==> src/rtl/dram_arbiter.sv <==
// Two-client line arbiter (I-cache read-only, D-cache read/write) in front of one DRAM port.
// Round-robin on contention; a watchdog aborts transactions whose completion valid never arrives.
module dram_arbiter #(
    parameter int ByteOffsetBits = 5,
    parameter int TIMEOUT_CYCLES = 64,
    localparam int LINE_SIZE     = 8 * (2 ** ByteOffsetBits)
) (
    input  logic                 clk_i,
    input  logic                 rst_ni,
    input  logic                 ic_req_i,
    input  logic [31:0]          ic_add_i,
    output logic                 ic_done_o,
    output logic                 ic_err_o,
    output logic [LINE_SIZE-1:0] ic_data_o,
    input  logic                 dc_req_i,
    input  logic                 dc_we_i,
    input  logic [31:0]          dc_add_i,
    input  logic [LINE_SIZE-1:0] dc_data_i,
    output logic                 dc_done_o,
    output logic                 dc_err_o,
    output logic [LINE_SIZE-1:0] dc_data_o,
    output logic [31:0]          mem_add_o,
    output logic                 mem_read_enable_o,
    output logic                 mem_write_enable_o,
    output logic [LINE_SIZE-1:0] mem_data_o,
    input  logic                 mem_read_valid_i,
    input  logic                 mem_write_valid_i,
    input  logic [LINE_SIZE-1:0] mem_data_i
);
    // state | meaning
    // IDLE  | no transaction; arbitrate and latch the winner's request
    // READ  | read enable held, waiting for read valid or watchdog
    // WRITE | write enable held, waiting for write valid or watchdog
    // RESP  | one-cycle done/err to the granted client, enables low
    typedef enum logic [1:0] {ST_IDLE, ST_READ, ST_WRITE, ST_RESP} state_t;

    localparam int CW = (TIMEOUT_CYCLES > 2) ? $clog2(TIMEOUT_CYCLES) : 1;
    localparam logic [CW-1:0] CNT_LAST = CW'(TIMEOUT_CYCLES - 1);

    state_t r_state, w_state_nxt;

    logic                 r_gnt_d, w_gnt_d_nxt;
    logic                 r_last_d, w_last_d_nxt;
    logic [CW-1:0]        r_cnt, w_cnt_nxt;
    logic [31:0]          r_mem_add, w_mem_add_nxt;
    logic                 r_rd_en, w_rd_en_nxt;
    logic                 r_wr_en, w_wr_en_nxt;
    logic [LINE_SIZE-1:0] r_mem_data, w_mem_data_nxt;
    logic [LINE_SIZE-1:0] r_ic_data, w_ic_data_nxt;
    logic [LINE_SIZE-1:0] r_dc_data, w_dc_data_nxt;
    logic                 r_ic_done, w_ic_done_nxt;
    logic                 r_dc_done, w_dc_done_nxt;
    logic                 r_ic_err, w_ic_err_nxt;
    logic                 r_dc_err, w_dc_err_nxt;

    logic                 w_gnt_any, w_gnt_d, w_gnt_we, w_timeout;
    logic [LINE_SIZE-1:0] w_rd_line;

    // On a tie the client that did not win last time gets the port.
    always_comb begin
        w_gnt_any = ic_req_i | dc_req_i;
        if (ic_req_i && dc_req_i) begin
            w_gnt_d = ~r_last_d;
        end else begin
            w_gnt_d = dc_req_i;
        end
        w_gnt_we  = w_gnt_d & dc_we_i;
        w_timeout = (r_cnt == CNT_LAST);
        w_rd_line = mem_read_valid_i ? mem_data_i : '0;
    end

    always_ff @(posedge clk_i or negedge rst_ni) begin
        if (!rst_ni) begin
            r_state <= ST_IDLE;
        end else begin
            r_state <= w_state_nxt;
        end
    end

    always_comb begin
        w_state_nxt = r_state;
        case (r_state)
            ST_IDLE:  if (w_gnt_any) w_state_nxt = w_gnt_we ? ST_WRITE : ST_READ;
            ST_READ:  if (mem_read_valid_i || w_timeout) w_state_nxt = ST_RESP;
            ST_WRITE: if (mem_write_valid_i || w_timeout) w_state_nxt = ST_RESP;
            ST_RESP:  w_state_nxt = ST_IDLE;
            default:  w_state_nxt = ST_IDLE;
        endcase
    end

    always_comb begin
        w_gnt_d_nxt    = r_gnt_d;
        w_last_d_nxt   = r_last_d;
        w_cnt_nxt      = r_cnt;
        w_mem_add_nxt  = r_mem_add;
        w_mem_data_nxt = r_mem_data;
        w_ic_data_nxt  = r_ic_data;
        w_dc_data_nxt  = r_dc_data;
        w_rd_en_nxt    = 1'b0;
        w_wr_en_nxt    = 1'b0;
        w_ic_done_nxt  = 1'b0;
        w_dc_done_nxt  = 1'b0;
        w_ic_err_nxt   = 1'b0;
        w_dc_err_nxt   = 1'b0;
        case (r_state)
            ST_IDLE: begin
                if (w_gnt_any) begin
                    w_gnt_d_nxt    = w_gnt_d;
                    w_last_d_nxt   = w_gnt_d;
                    w_cnt_nxt      = '0;
                    w_mem_add_nxt  = w_gnt_d ? dc_add_i : ic_add_i;
                    w_mem_data_nxt = w_gnt_we ? dc_data_i : '0;
                    w_rd_en_nxt    = ~w_gnt_we;
                    w_wr_en_nxt    = w_gnt_we;
                end
            end
            ST_READ: begin
                w_cnt_nxt = r_cnt + 1'b1;
                if (mem_read_valid_i || w_timeout) begin
                    if (r_gnt_d) begin
                        w_dc_data_nxt = w_rd_line;
                        w_dc_done_nxt = 1'b1;
                        w_dc_err_nxt  = ~mem_read_valid_i;
                    end else begin
                        w_ic_data_nxt = w_rd_line;
                        w_ic_done_nxt = 1'b1;
                        w_ic_err_nxt  = ~mem_read_valid_i;
                    end
                end else begin
                    w_rd_en_nxt = 1'b1;
                end
            end
            ST_WRITE: begin
                w_cnt_nxt = r_cnt + 1'b1;
                if (mem_write_valid_i || w_timeout) begin
                    w_dc_data_nxt = '0;
                    w_dc_done_nxt = 1'b1;
                    w_dc_err_nxt  = ~mem_write_valid_i;
                end else begin
                    w_wr_en_nxt = 1'b1;
                end
            end
            default: ;
        endcase
    end

    // last_grant resets to D so that the I-cache wins the first tie.
    always_ff @(posedge clk_i or negedge rst_ni) begin
        if (!rst_ni) begin
            r_gnt_d    <= 1'b0;
            r_last_d   <= 1'b1;
            r_cnt      <= '0;
            r_mem_add  <= '0;
            r_mem_data <= '0;
            r_ic_data  <= '0;
            r_dc_data  <= '0;
            r_rd_en    <= 1'b0;
            r_wr_en    <= 1'b0;
            r_ic_done  <= 1'b0;
            r_dc_done  <= 1'b0;
            r_ic_err   <= 1'b0;
            r_dc_err   <= 1'b0;
        end else begin
            r_gnt_d    <= w_gnt_d_nxt;
            r_last_d   <= w_last_d_nxt;
            r_cnt      <= w_cnt_nxt;
            r_mem_add  <= w_mem_add_nxt;
            r_mem_data <= w_mem_data_nxt;
            r_ic_data  <= w_ic_data_nxt;
            r_dc_data  <= w_dc_data_nxt;
            r_rd_en    <= w_rd_en_nxt;
            r_wr_en    <= w_wr_en_nxt;
            r_ic_done  <= w_ic_done_nxt;
            r_dc_done  <= w_dc_done_nxt;
            r_ic_err   <= w_ic_err_nxt;
            r_dc_err   <= w_dc_err_nxt;
        end
    end

    assign ic_done_o          = r_ic_done;
    assign ic_err_o           = r_ic_err;
    assign ic_data_o          = r_ic_data;
    assign dc_done_o          = r_dc_done;
    assign dc_err_o           = r_dc_err;
    assign dc_data_o          = r_dc_data;
    assign mem_add_o          = r_mem_add;
    assign mem_read_enable_o  = r_rd_en;
    assign mem_write_enable_o = r_wr_en;
    assign mem_data_o         = r_mem_data;

endmodule

==> config.mk <==
export PLATFORM = sky130hd
export DESIGN_NAME = dram_arbiter
export DESIGN_NICKNAME = d
export VERILOG_FILES = /design/src/rtl/dram_arbiter.sv
export SDC_FILE = /design/constraint.sdc
export NUM_CORES = 1
export LEC_CHECK = 0
export CAP_MARGIN = 20
export CORE_AREA = 8 8 533 535
export DETAILED_ROUTE_END_ITERATION = 10
export DIE_AREA = 0 0 541 543
export GPL_TIMING_DRIVEN = 0
export PLACE_DENSITY = 0.3
export SYNTH_ARGS = -nofsm -noshare
export SYNTH_HDL_FRONTEND = slang
export SYNTH_SLANG_ARGS = --single-unit
==> constraint.sdc <==
create_clock -name clk_i -period 3 [get_ports clk_i]
set_clock_uncertainty 0.1 [all_clocks]
set_input_delay 0.45 -clock clk_i [delete_from_list [all_inputs] [get_ports clk_i]]
set_output_delay 0.45 -clock clk_i [all_outputs]
set_load 0.005 [all_outputs]
==> out/metrics.cfg <==
[placement]
detailed_place_hpwl_um=182000
postPlaceCellArea_mm2=0.0479
place_ws_ns=-0.853
portBuffers=1388
gp_congestion=0.785

[routing]
wl_um=218000
maxUsedRoutingLayer=met5
ant_nets=0
route.met2.wl_um=103000
num_vias=25200
drt_pass1_iterations=5
route.met3.wl_um=27800
routed_via_density=3.51
wire_per_inst_um=30.4
met1Wirelength_um=83500
first_iter_violations=1399
drc=0

[logic_synthesis]
synth_top_cell_area_share=0.699
syn_nets=2521
ys_warn_count=0
syn_avg_cell_area_um2=15.1
ys_seq_elements=816
synthCells=1933
yosysUniqueCellTypes=33
ys_top_cells_by_area=dfrtp_1 70%, a22o_1 23%, buf_2 1.7%
yosysTopAreaCell=dfrtp_1
syn_area_mm2=0.0292
ys_seq_area_frac=0.700

[sta]
period_needed_ns=2.81
period_share=0.935
rsz0062_at_grt=true
setup_slack_ns=0.194
report.final.slew_viol_count=0
worst_pin_slew_ns=0.878
hold_viol=110
relSlewSlack=0.415
whs_ns=-0.550
setup_violations=0
timing.fmax_ghz=0.356

[grt]
grt_max_degree=105
grt.overflow.total=0
grt_usage=0.142
grt_pass1_vias=26300
grt_pass1_wl_um=282000
antenna_found_initial=138

[power_and_ir_drop]
seqPwrFrac=0.334
power.clock.fraction=0.241
p_int_uw=37000
p_sw_frac=0.358
combPwrFrac=0.425
vdd_ir_drop_max_mv=0.457
p_sw_uw=20600
power.density_mw_per_mm2=1110
p_leak_uw=0.0218

[clock_tree]
clockBufferDepth=4
clk_latency_ns=0.84
postCtsSetupRepairBufs=0
path_clk_slew_ns=0.06
clock_sinks=816
htree_levels=3
cts_root_buf=clkbuf_16
cts_tree=done
numCtsBuffers=115

[die]
die_w_um=541
core_mm2=0.275
core.rowCount=193
start_util=0.106
io_pins=1389
die_h_um=543
die-area_mm2=0.294

[worst_setup_path]
critPathMaxFanout=10
crit_type=reg -> reg
required_ns=3.61
critPathArrivalTime_ns=3.41
end_kind=flip-flop
startpoint_type=flip-flop

[final_layout]
finalInstanceArea_mm2=0.0518
multi_input_area_mm2=0.00777
seq_area_mm2=0.0204
num-nets-final=4040
synthToLayoutAreaGrowth_pct=77.6
fillers=29800
drive_above_1_share=0.0957

[flow_run]
maxCapViolations=0

[run_status]
status=finished with violations
violations=hold timing

[min_path]
hold_class=in -> async

-- per-layer routing --
layer / track usage / vias up
li1: - / 10700
met1: 0.158 / 12900
met2: 0.236 / 1205
met3: 0.0843 / 327
met4: 0.0227 / 146
met5: 0 / -
-- power groups by stage --
stage / Clock (uW) / Sequential (uW) / Combinational [uW]
2_1_floorplan: 0 / 18900 / 6740
3_3_place_gp: 0 / 19500 / 25100
3_5_place_dp: 0 / 19300 / 25200
4_1_cts: 14400 / 19300 / 25300
5_1_grt: 14800 / 19800 / 26000
6_report: 13900 / 19200 / 24400
-- cells by family (layout without fill, tap and decap cells) --
logic type / Yosys count / in the layout / synth area share
mux: 32 / 32 / 0.0110
flops: 816 / 816 / 0.700
xor+xnor: 4 / 4 / 0.00120
compound gates: 820 / 820 / 0.240
other cells: 0 / 32 / 0
buf+inv: 186 / 1797 / 0.0349
fa+ha+maj: 5 / 5 / 0.00214
simple gates: 70 / 70 / 0.0107
-- cell usage in the layout (no fill, tap or decap), drive strengths merged, types with 3 or more instances in the layout --
| cell | count |
|---|---|
| mux2i | 32 |
| a22o | 769 |
| dfrtp | 815 |
| clkinv | 17 |
| inv | 7 |
| nand2 | 40 |
| buf | 145 |
| diode | 32 |
| nor2 | 9 |
| clkdlybuf4s50 | 1387 |
| xnor2 | 4 |
| clkinvlp | 3 |
| clkbuf | 232 |
| nor3b | 3 |
| o21ai | 41 |
| ha | 5 |
| nand2b | 3 |
| bufinv | 6 |
| nand3 | 6 |
-- sequential cells by signal, summed over array words and instances (netlist names), 2 cells and up --
name	cells
dc_data_o	256
ic_data_o	256
mem_add_o	32
mem_data_o	256
r_cnt	6
r_state	2
-- cell usage after synthesis (all sizes together) --
master,instances
dfstp,1
a22o,769
nor4,2
a21boi,2
nand2,40
buf,132
a21o,1
nor3,2
nor2,9
o21ai,41
nand2b,3
a21oi,1
and2,1
and3,2
xnor2,4
o2bb2ai,2
dfrtp,815
clkbuf,50
ha,5
nor3b,3
a2bb2oi,1
nor2b,2
a31oi,1
nand3,6
inv,4
mux2i,32
o21bai,2
-- area by class of cell --
type	instances	area share
antenna	32	0.00154
buffer	181	0.0199
clock buffer	180	0.0651
clock inverter	29	0.00722
inverter	4	0.000290
multi-input combinational	931	0.150
sequential	816	0.394
tap	3607	0.0871
timing repair buffer	1403	0.275
-- stage by stage --
stage	util	hold WS [ns]	total power (uW)	setup TNS, ns	instances
finish	0.188	-0.550	57600	0	7183
global route	0.188	-0.553	60700	-0.00355	7160
CTS	0.188	-0.447	58900	0	7149
detailed placement	0.174	0.371	44500	-440.67	6941
global placement	0.173	0.369	44600	-	6928
floorplan	-	0.0544	25600	0	1933
-- critical path: stages (launching register included) --
cell and delay, ns:
dfrtp_1 0.38, inv_1 0.09, ha_1 0.28, nand2b_1 0.17
o2bb2ai_1 0.22, nand2_2 0.25, buf_16 0.22, clkbuf_2 0.32
clkbuf_4 0.36, a22o_1 0.22
-- timing repair --
item,in CTS,in global routing
gates resized for setup,21,6
cloned,0,0
pin swaps,0,0
endpoints found under the hold margin,100,146
setup endpoints to repair,661,115
-- worst paths after layout --
| check | start | to | slack [ns] | cells after the start |
|---|---|---|---|---|
| min in group clk_i | dc_data_i[4] | mem_data_o[4] | 0.11 | 2 |
| min | rst_ni | mem_data_o[213] | -0.55 | 1 |
| max reg2reg | r_state[0] | dc_data_o[36] | 0.19 | 9 |
| max | r_state[0] | dc_data_o[36] | 0.19 | 9 |
| min reg2reg | mem_add_o[26] | mem_add_o[26] | 0.38 | 2 |
| max in group asynchronous | rst_ni | ic_data_o[167] | 0.60 | 6 |
Note: power is estimated with default switching activity, not from simulation.
